**config.mk**
```make
export PLATFORM = sky130hd
export DESIGN_NAME = mem_bus_master
export DESIGN_NICKNAME = d
export VERILOG_FILES = /design/src/rtl/mem_bus_master.sv
export SDC_FILE = /design/constraint.sdc
export NUM_CORES = 1
export LEC_CHECK = 0
export BUFFER_PORTS_ARGS = -buffer_cell sky130_fd_sc_hd__buf_2
export CAP_MARGIN = 20
export CORE_MARGIN = 8
export CORE_UTILIZATION = 55
export CTS_BUF_LIST = sky130_fd_sc_hd__clkbuf_8
export CTS_CLUSTER_DIAMETER = 40
export DETAILED_ROUTE_END_ITERATION = 10
export PLACE_DENSITY = 0.88
export SYNTH_ARGS = -nofsm -noshare
export SYNTH_HDL_FRONTEND = slang
export SYNTH_SLANG_ARGS = --single-unit
```
**constraint.sdc**
```tcl
create_clock -name clk -period 3 [get_ports clk]
set_clock_uncertainty 0.1 [all_clocks]
set_input_delay 0.3 -clock clk [delete_from_list [all_inputs] [get_ports clk]]
set_output_delay 0.3 -clock clk [all_outputs]
set_load 0.1 [all_outputs]
```
**src/rtl/mem_bus_master.sv**
```systemverilog
// CPU-side initiator for the memory-space bus: one request at a time, unused-hole rejection, write timeout.
// Optional define MEM_BUS_ROM_WP_EN rejects writes at or above UNUSED_HI (ROM/IVT write protection).
module mem_bus_master #(
   parameter logic [15:0] UNUSED_LO  = 16'h0400,
   parameter logic [15:0] UNUSED_HI  = 16'hC000,
   parameter int unsigned WR_TIMEOUT = 15,
   parameter int unsigned TCW        = 4
) (
   input  logic        clk,
   input  logic        rst_n,
   input  logic        req_valid,
   output logic        req_ready,
   input  logic        req_we,
   input  logic        req_bw,
   input  logic [15:0] req_addr,
   input  logic [15:0] req_wdata,
   output logic        rsp_valid,
   output logic [15:0] rsp_rdata,
   output logic        rsp_err,
   output logic [15:0] MAB,
   output logic [15:0] MDB_wr,
   output logic        MW,
   output logic        BW,
   input  logic [15:0] MDB_rd,
   input  logic        ram_write_done
);

   typedef enum logic [2:0] {
      IDLE    = 3'd0,
      RD      = 3'd1,
      WR      = 3'd2,
      WR_WAIT = 3'd3,
      RESP    = 3'd4
   } state_t;

   state_t           state_r, state_nx_s;
   logic [15:0]      mab_r, mab_nx_s;
   logic [15:0]      mdb_wr_r, mdb_wr_nx_s;
   logic             mw_r, mw_nx_s;
   logic             bw_r, bw_nx_s;
   logic [TCW-1:0]   cnt_r, cnt_nx_s, cnt_inc_s;
   logic [15:0]      rdata_r, rdata_nx_s;
   logic             err_r, err_nx_s;
   logic             rsp_valid_r;
   logic             req_ready_r;
   logic             bad_addr_s;

   assign cnt_inc_s = cnt_r + TCW'(1);

   // Reject accesses to the unused hole (and ROM writes when write protection is built in).
   always_comb begin
      bad_addr_s = (req_addr >= UNUSED_LO) && (req_addr < UNUSED_HI);
`ifdef MEM_BUS_ROM_WP_EN
      if (req_we && (req_addr >= UNUSED_HI)) begin
         bad_addr_s = 1'b1;
      end else begin
         bad_addr_s = bad_addr_s;
      end
`endif
   end

   // Next-state and next-value logic for the FSM and its registered bus/response outputs.
   always_comb begin
      state_nx_s  = state_r;
      mab_nx_s    = mab_r;
      mdb_wr_nx_s = mdb_wr_r;
      mw_nx_s     = mw_r;
      bw_nx_s     = bw_r;
      cnt_nx_s    = cnt_r;
      rdata_nx_s  = rdata_r;
      err_nx_s    = err_r;
      case (state_r)
         IDLE: begin
            if (req_valid) begin
               if (bad_addr_s) begin
                  state_nx_s = RESP;
                  rdata_nx_s = 16'h0000;
                  err_nx_s   = 1'b1;
               end else begin
                  mab_nx_s = req_bw ? req_addr : {req_addr[15:1], 1'b0};
                  bw_nx_s  = req_bw;
                  if (req_we) begin
                     state_nx_s  = WR;
                     mw_nx_s     = 1'b1;
                     mdb_wr_nx_s = req_bw ? {req_wdata[7:0], req_wdata[7:0]} : req_wdata;
                  end else begin
                     state_nx_s = RD;
                  end
               end
            end else begin
               state_nx_s = IDLE;
            end
         end
         RD: begin
            // MAB[0] equals the request's addr[0] for byte accesses.
            if (bw_r) begin
               rdata_nx_s = {8'h00, (mab_r[0] ? MDB_rd[15:8] : MDB_rd[7:0])};
            end else begin
               rdata_nx_s = MDB_rd;
            end
            err_nx_s   = 1'b0;
            state_nx_s = RESP;
         end
         WR: begin
            cnt_nx_s   = {TCW{1'b0}};
            state_nx_s = WR_WAIT;
         end
         WR_WAIT: begin
            // Done wins over a simultaneous timeout.
            if (ram_write_done) begin
               mw_nx_s    = 1'b0;
               rdata_nx_s = 16'h0000;
               err_nx_s   = 1'b0;
               state_nx_s = RESP;
            end else if (cnt_inc_s == TCW'(WR_TIMEOUT)) begin
               mw_nx_s    = 1'b0;
               rdata_nx_s = 16'h0000;
               err_nx_s   = 1'b1;
               state_nx_s = RESP;
            end else begin
               cnt_nx_s = cnt_inc_s;
            end
         end
         RESP: begin
            state_nx_s = IDLE;
         end
         default: begin
            mw_nx_s    = 1'b0;
            state_nx_s = IDLE;
         end
      endcase
   end

   // State and output registers; reset abandons any access in flight.
   always_ff @(posedge clk or negedge rst_n) begin
      if (!rst_n) begin
         state_r     <= IDLE;
         mab_r       <= 16'h0000;
         mdb_wr_r    <= 16'h0000;
         mw_r        <= 1'b0;
         bw_r        <= 1'b0;
         cnt_r       <= {TCW{1'b0}};
         rdata_r     <= 16'h0000;
         err_r       <= 1'b0;
         rsp_valid_r <= 1'b0;
         req_ready_r <= 1'b1;
      end else begin
         state_r     <= state_nx_s;
         mab_r       <= mab_nx_s;
         mdb_wr_r    <= mdb_wr_nx_s;
         mw_r        <= mw_nx_s;
         bw_r        <= bw_nx_s;
         cnt_r       <= cnt_nx_s;
         rdata_r     <= rdata_nx_s;
         err_r       <= err_nx_s;
         rsp_valid_r <= (state_nx_s == RESP);
         req_ready_r <= (state_nx_s == IDLE);
      end
   end

   assign req_ready = req_ready_r;
   assign rsp_valid = rsp_valid_r;
   assign rsp_rdata = rdata_r;
   assign rsp_err   = err_r;
   assign MAB       = mab_r;
   assign MDB_wr    = mdb_wr_r;
   assign MW        = mw_r;
   assign BW        = bw_r;

endmodule
```
==> results.cfg, run 1 <==
[sta]
rsz0062_at_grt = false
finalHoldViolCount = 0
finalMaxSlewViolations = 0
whs_ns = 0.0215
slew_headroom_pct = 36.1
setup_viol = 0
finalCritPeriodShare_pct = 75.6
period_needed_ns = 2.27
worstMarginPinSlew_ns = 0.959
setup-tns-final_ns = 0
fmax_mhz = 441
fin_ws_ns = 0.732

[synthesis]
synth_top_area_share_pct = 52.4
netlist_area_um2 = 2820
synthTopCellsByArea = dfrtp_1, mux2_2, mux2_4, mux2i_1, inv_1
synth-async-reset-ratio_pct = 100
synth_fp_nets = 279
ys_types = 46
synth_top_area_cell = dfrtp_1
synth_cells = 223
synth.avg_cell_area_um2 = 12.6
ys_warn_count = 0
dominantRegCellSynth = dfrtp_1
synth_edf_count = 0
ys_seq_area_share_pct = 53.3
synth-seq-cells = 60

[routing]
first_pass_iters = 4
wirelength_mm = 6.85
vias_per_cell = 5.33
via_count = 2180
ant_nets = 0
drtIter0Drc = 151
drc = 0
wl_per_cell_um = 16.7

[place]
dpl_cell_area_um2 = 3390
io_buffer_count = 106
dp.final_hpwl_mm = 4.99
dp_worst_setup_slack_ns = 0.759
gp_congestion = 0.843

[clock_tree]
cts_tree = done
post_cts_resized = 0
cts_root_buf = clkbuf_8
path_clk_slew_ns = 0.07
cts_sinks = 60
post-cts-setup-buffers = 0
cts_buffer_depth = 2
clock_latency_ns = 0.33
h-tree-depth = 3
cts_made_buffers = 9
hold_buffers = 0

[worst_setup_path]
slowest_stage = o211ai_1
crit_buf_inv = 1
crit_path_end_kind = register
crit_family = compound AO/OA/AOI/OAI gates
setup.worst_path.start_class = register
critical_path_class = reg2reg
cp_slowest_stage_delay_ns = 0.70
path_cells = ha_1 -> nand3b_1 -> o211ai_1 -> buf_4 -> o32ai_1
cp.required_ns = 3.08
worst-path-max-fanout = 12
worstPathArrival_ns = 2.35

[global_routing]
antenna_found_initial = 0
overflow = 0
grt_max_degree = 45
grt_pass1_vias = 2405
grt_pass1_wl_mm = 11.3
grt_usage_pct = 18.9

[die]
dieWidth_um = 87.6
die-area_um2 = 7670
num_io_pins = 107
coreArea_um2 = 5010
fp.dieH_um = 87.6
rows = 26
initial_core_util_pct = 56.2

[final_layout]
mostFrequentLayoutCell = buf_2
drive_above_1_share_pct = 51.3
fin_nets = 390
antenna_cells = 0
area_delta_synth_final_pct = 28.1
final_cell_mix = buf_2, dfrtp_1, mux2_2
fin_area_um2 = 3610
nFillCells = 356

[hold_path]
hold_class = in2async

[job]
maxCapViolCount = 0

[status]
outcome = finished, final reports clean
-- worst reg2reg max path: cells and delay by family (launching register included) --
kind,cells,cell delay (ns)
AOI/OAI and AO/OA,2,0.79
DFF,1,0.44
buffers and inverters,1,0.31
adders and majority gates,1,0.30
and+or+nand+nor,1,0.18
-- sequential cells by signal, indices dropped and copies added, names as in the netlist, 3 cells and up --
| signal | cells |
|---|---|
| state_r | 3 |
| rsp_rdata | 16 |
| MAB | 16 |
| MDB_wr | 16 |
| cnt_r | 4 |
-- cell families (layout without fill, tap and decap cells) --
logic type               after synthesis  in the layout  share of synthesized area, %
AND/OR/NAND/NOR                       44             44                          10.1
adder cells (fa/ha/maj)                2              2                         0.888
flip-flops                            60             60                          53.3
AO/OA/AOI/OAI                         37             37                          10.0
multiplexers                          49             49                          20.2
buffers and inverters                 30            146                          5.11
XOR/XNOR                               1              1                         0.311
-- layer usage --
metal  vias up  track usage (%)  routed length (um)  share of wire [%]
met4         0             9.69                 130                1.9
met1      1069             21.1                2700                 39
met3        16             5.91                 447                6.5
met5         -                0                   0                  0
li1       1026                -                   -                  -
met2        69             31.7                3570                 52
-- cell usage after synthesis, types with 4 or more instances --
library cell  instances
nand2_1              13
nand3_1               4
o31ai_1               8
mux2i_1               9
dfrtp_1              59
o32ai_1               9
mux2_2               31
mux2_4                8
o21ai_0               4
buf_6                 4
inv_1                22
-- final cells by class --
| type | count | area, um^2 | area share [%] |
|---|---|---|---|
| Multi-Input combinational cell | 133 | 1170 | 32.4 |
| Tap cell | 70 | 87.6 | 2.43 |
| Clock inverter | 4 | 55.1 | 1.53 |
| Clock buffer | 12 | 165 | 4.58 |
| Timing Repair Buffer | 108 | 546 | 15.1 |
| Inverter | 22 | 82.6 | 2.29 |
| Sequential cell | 60 | 1500 | 41.6 |
-- metrics by stage --
stage                     std cells  utilization [%]
after floorplan                 223                -
after global placement          393             67.7
after detailed placement        393             67.7
after CTS                       409             72.1
after global routing            409             72.1
final                           409             72.1
-- path summary, 6_finish.rpt --
| kind | from | end | slack (ns) | cells after the start |
|---|---|---|---|---|
| setup / recovery | cnt_r[0] | rsp_rdata[3] | 0.73 | 5 |
| hold / removal | rst_n | MAB[8] | 0.02 | 1 |
| setup reg to reg | cnt_r[0] | rsp_rdata[3] | 0.73 | 5 |
| hold reg to reg | MAB[8] | MAB[8] | 0.40 | 1 |
| max in group asynchronous | rst_n | cnt_r[1] | 1.99 | 2 |
| min in group clk | MDB_rd[15] | rsp_rdata[15] | 0.08 | 3 |
Power of run 1 is left out: the tool's default activity adds up to more than one toggle a clock period on the data nets, which glitch-free logic cannot reach.
==> inputs of run 2 (changes only) <==
- ABC_AREA: default -> 1
- CORE_UTILIZATION: 55 -> 45
- PLACE_DENSITY: 0.88 -> 0.78
- clock period: 3 -> 1.9 ns (I/O delays scaled with it)
==> run 2 against run 1 <==
Register-to-register slack worse by 0.51 ns. Cell area grew 4.3%. First-iteration DRC count down 12%. Critical path type unchanged. Worst setup slack worse by 0.51 ns. Count of clock-buffer cells in the layout down 1. Critical endpoint is now MW. Non-clock buffer count increased by 28. Worst hold slack lost 0.0027 ns. Utilization shrank 6.9 points. Synthesized cell count grew 40%. Area after synthesis decreased by 6.6%.
==> results.cfg, run 2 <==
[synthesis]
synth-seq-cells = 60
netlist_area_um2 = 2630
netlist_top_cells_count = nand2_1, dfrtp_1, o21ai_0
synth-async-reset-ratio_pct = 100
ys_seq_area_share_pct = 57.1
ys_warn_count = 0
synth.avg_cell_area_um2 = 8.41
synth_edf_count = 0
ys_types = 23
synth_top_area_share_pct = 56.1
dominantRegCellSynth = dfrtp_1
synth_top_area_cell = dfrtp_1
synth_fp_nets = 369
synth_cells = 313
synthMostInstantiatedCell = nand2_1
synthTopCellsByArea = dfrtp_1, nand2_1, o21ai_0, nor2_1, inv_1

[worst_setup_path]
crit_path_end_kind = register
cp.required_ns = 2.00
cp_slowest_stage_delay_ns = 0.44
critical_path_class = reg2reg
worstPathArrival_ns = 1.78
crit_buf_inv = 0
path_cells = ha_1 -> nand2_1 -> nand2_1 -> nor2_1 -> nand2_1 -> nand2_4 -> nand2_1 -> o21bai_1 -> nand2_1
rr_worst_depth = 9
worst-path-max-fanout = 11
slowest_stage = dfrtp_1
crit_top_cell = nand2_1
crit_cells = 9
setup.worst_path.start_class = register
crit_family = simple AND/OR/NAND/NOR gates

[hold_path]
holdPathStages = 3
hold_class = in2reg

[routing]
ant_nets = 0
vias_per_cell = 4.73
drc = 0
first_pass_iters = 4
via_count = 2522
wl_per_cell_um = 13.7
wirelength_mm = 7.31
drtIter0Drc = 133

[sta]
finalCritPeriodShare_pct = 88.2
worstMarginPinSlew_ns = 0.543
finalMaxSlewViolations = 0
setup-tns-final_ns = 0
fmax_mhz = 596
setup_viol = 0
finalHoldViolCount = 0
slew_headroom_pct = 63.8
period_needed_ns = 1.68
rsz0062_at_grt = false

[clock_tree]
h-tree-depth = 3
cts_root_buf = clkbuf_8
path_clk_slew_ns = 0.07
cts_made_buffers = 9
cts_buffer_depth = 2
post-cts-setup-buffers = 0
cts_tree = done
cts_sinks = 60
clock_latency_ns = 0.32

[place]
io_buffer_count = 106
gp_congestion = 0.817
dp.cells = 490
dp.final_hpwl_mm = 5.14

[final_layout]
drive_above_1_share_pct = 30.8
final_cell_mix = nand2_1, buf_2, dfrtp_1
instances_no_fill = 533
area_delta_synth_final_pct = 43.0
antenna_cells = 0
fin_nets = 509
mostFrequentLayoutCell = nand2_1

[status]
outcome = finished, final reports clean

[job]
maxCapViolCount = 0

[global_routing]
grt_pass1_wl_mm = 11.8
antenna_found_initial = 0
grt_max_degree = 36
grt_usage_pct = 17.0
overflow = 0
grt_pass1_vias = 2552

[die]
coreArea_um2 = 5780
dieWidth_um = 92.5
num_io_pins = 107
fp.dieH_um = 92.5
die-area_um2 = 8550
initial_core_util_pct = 45.5
rows = 28
==> run 2: area by class of cell <==
cell class                 instances  area [um^2]
fill                             498         2020
sequential                        60         1500
multi-input combinational        219          983
timing repair buffer             136          833
clock buffer                      11          151
inverter                          27          101
clock inverter                     5         98.8
tap                               75         93.8
==> run 2: kinds of logic after synthesis <==
| logic type | after synthesis | synth area share (%) |
|---|---|---|
| adders and majority gates | 2 | 0.950 |
| and+or+nand+nor | 176 | 27.9 |
| buffers and inverters | 35 | 6.23 |
| AOI/OAI and AO/OA | 40 | 7.89 |
| DFF | 60 | 57.1 |
==> run 2: worst paths after layout <==
path                         startpoint      endpoint  slack (ns)
max in group asynchronous         rst_n  rsp_rdata[4]        0.82
min                        req_addr[15]       MAB[15]        0.02
min in group asynchronous         rst_n        MAB[9]        0.31
min reg2reg                rsp_rdata[2]  rsp_rdata[2]        0.37
max reg2reg                    cnt_r[0]            MW        0.22
max                            cnt_r[0]            MW        0.22
==> run 2: layer usage <==
layer  global-route usage, %  up-vias  wire length, um
met5                       0        -                0
met4                    5.77        0               78
met3                    5.74        6              522
met2                    29.6       93             3750
met1                    19.0     1162             2960
li1                        -     1261                -
==> run 2: tightest hold or removal path: cells and delay by family <==
family / cells / cell delay, ns
AND/OR/NAND/NOR: 2 / 0.11
buffers and inverters: 1 / 0.10
==> run 2: stage by stage <==
step	instance area, um^2	setup WS [ns]	hold slack [ns]	util, %
final	3760	0.223	0.0188	65.1
after global routing	3760	0.0515	0.0118	65.1
after CTS	3750	0.175	0.00450	64.8
after detailed placement	3240	0.185	0.106	56.0
after global placement	3240	0.277	0.101	56.0
after floorplan	2630	0.0718	-0.206	-
==> run 2: what timing repair did <==
| action | CTS | global route |
|---|---|---|
| setup endpoints to repair | 0 | 1 |
| endpoints found under the hold margin | 45 | 0 |
| hold buffers | 26 | 0 |
| resized for setup | 0 | 1 |
Power of run 2 is left out for the same reason.
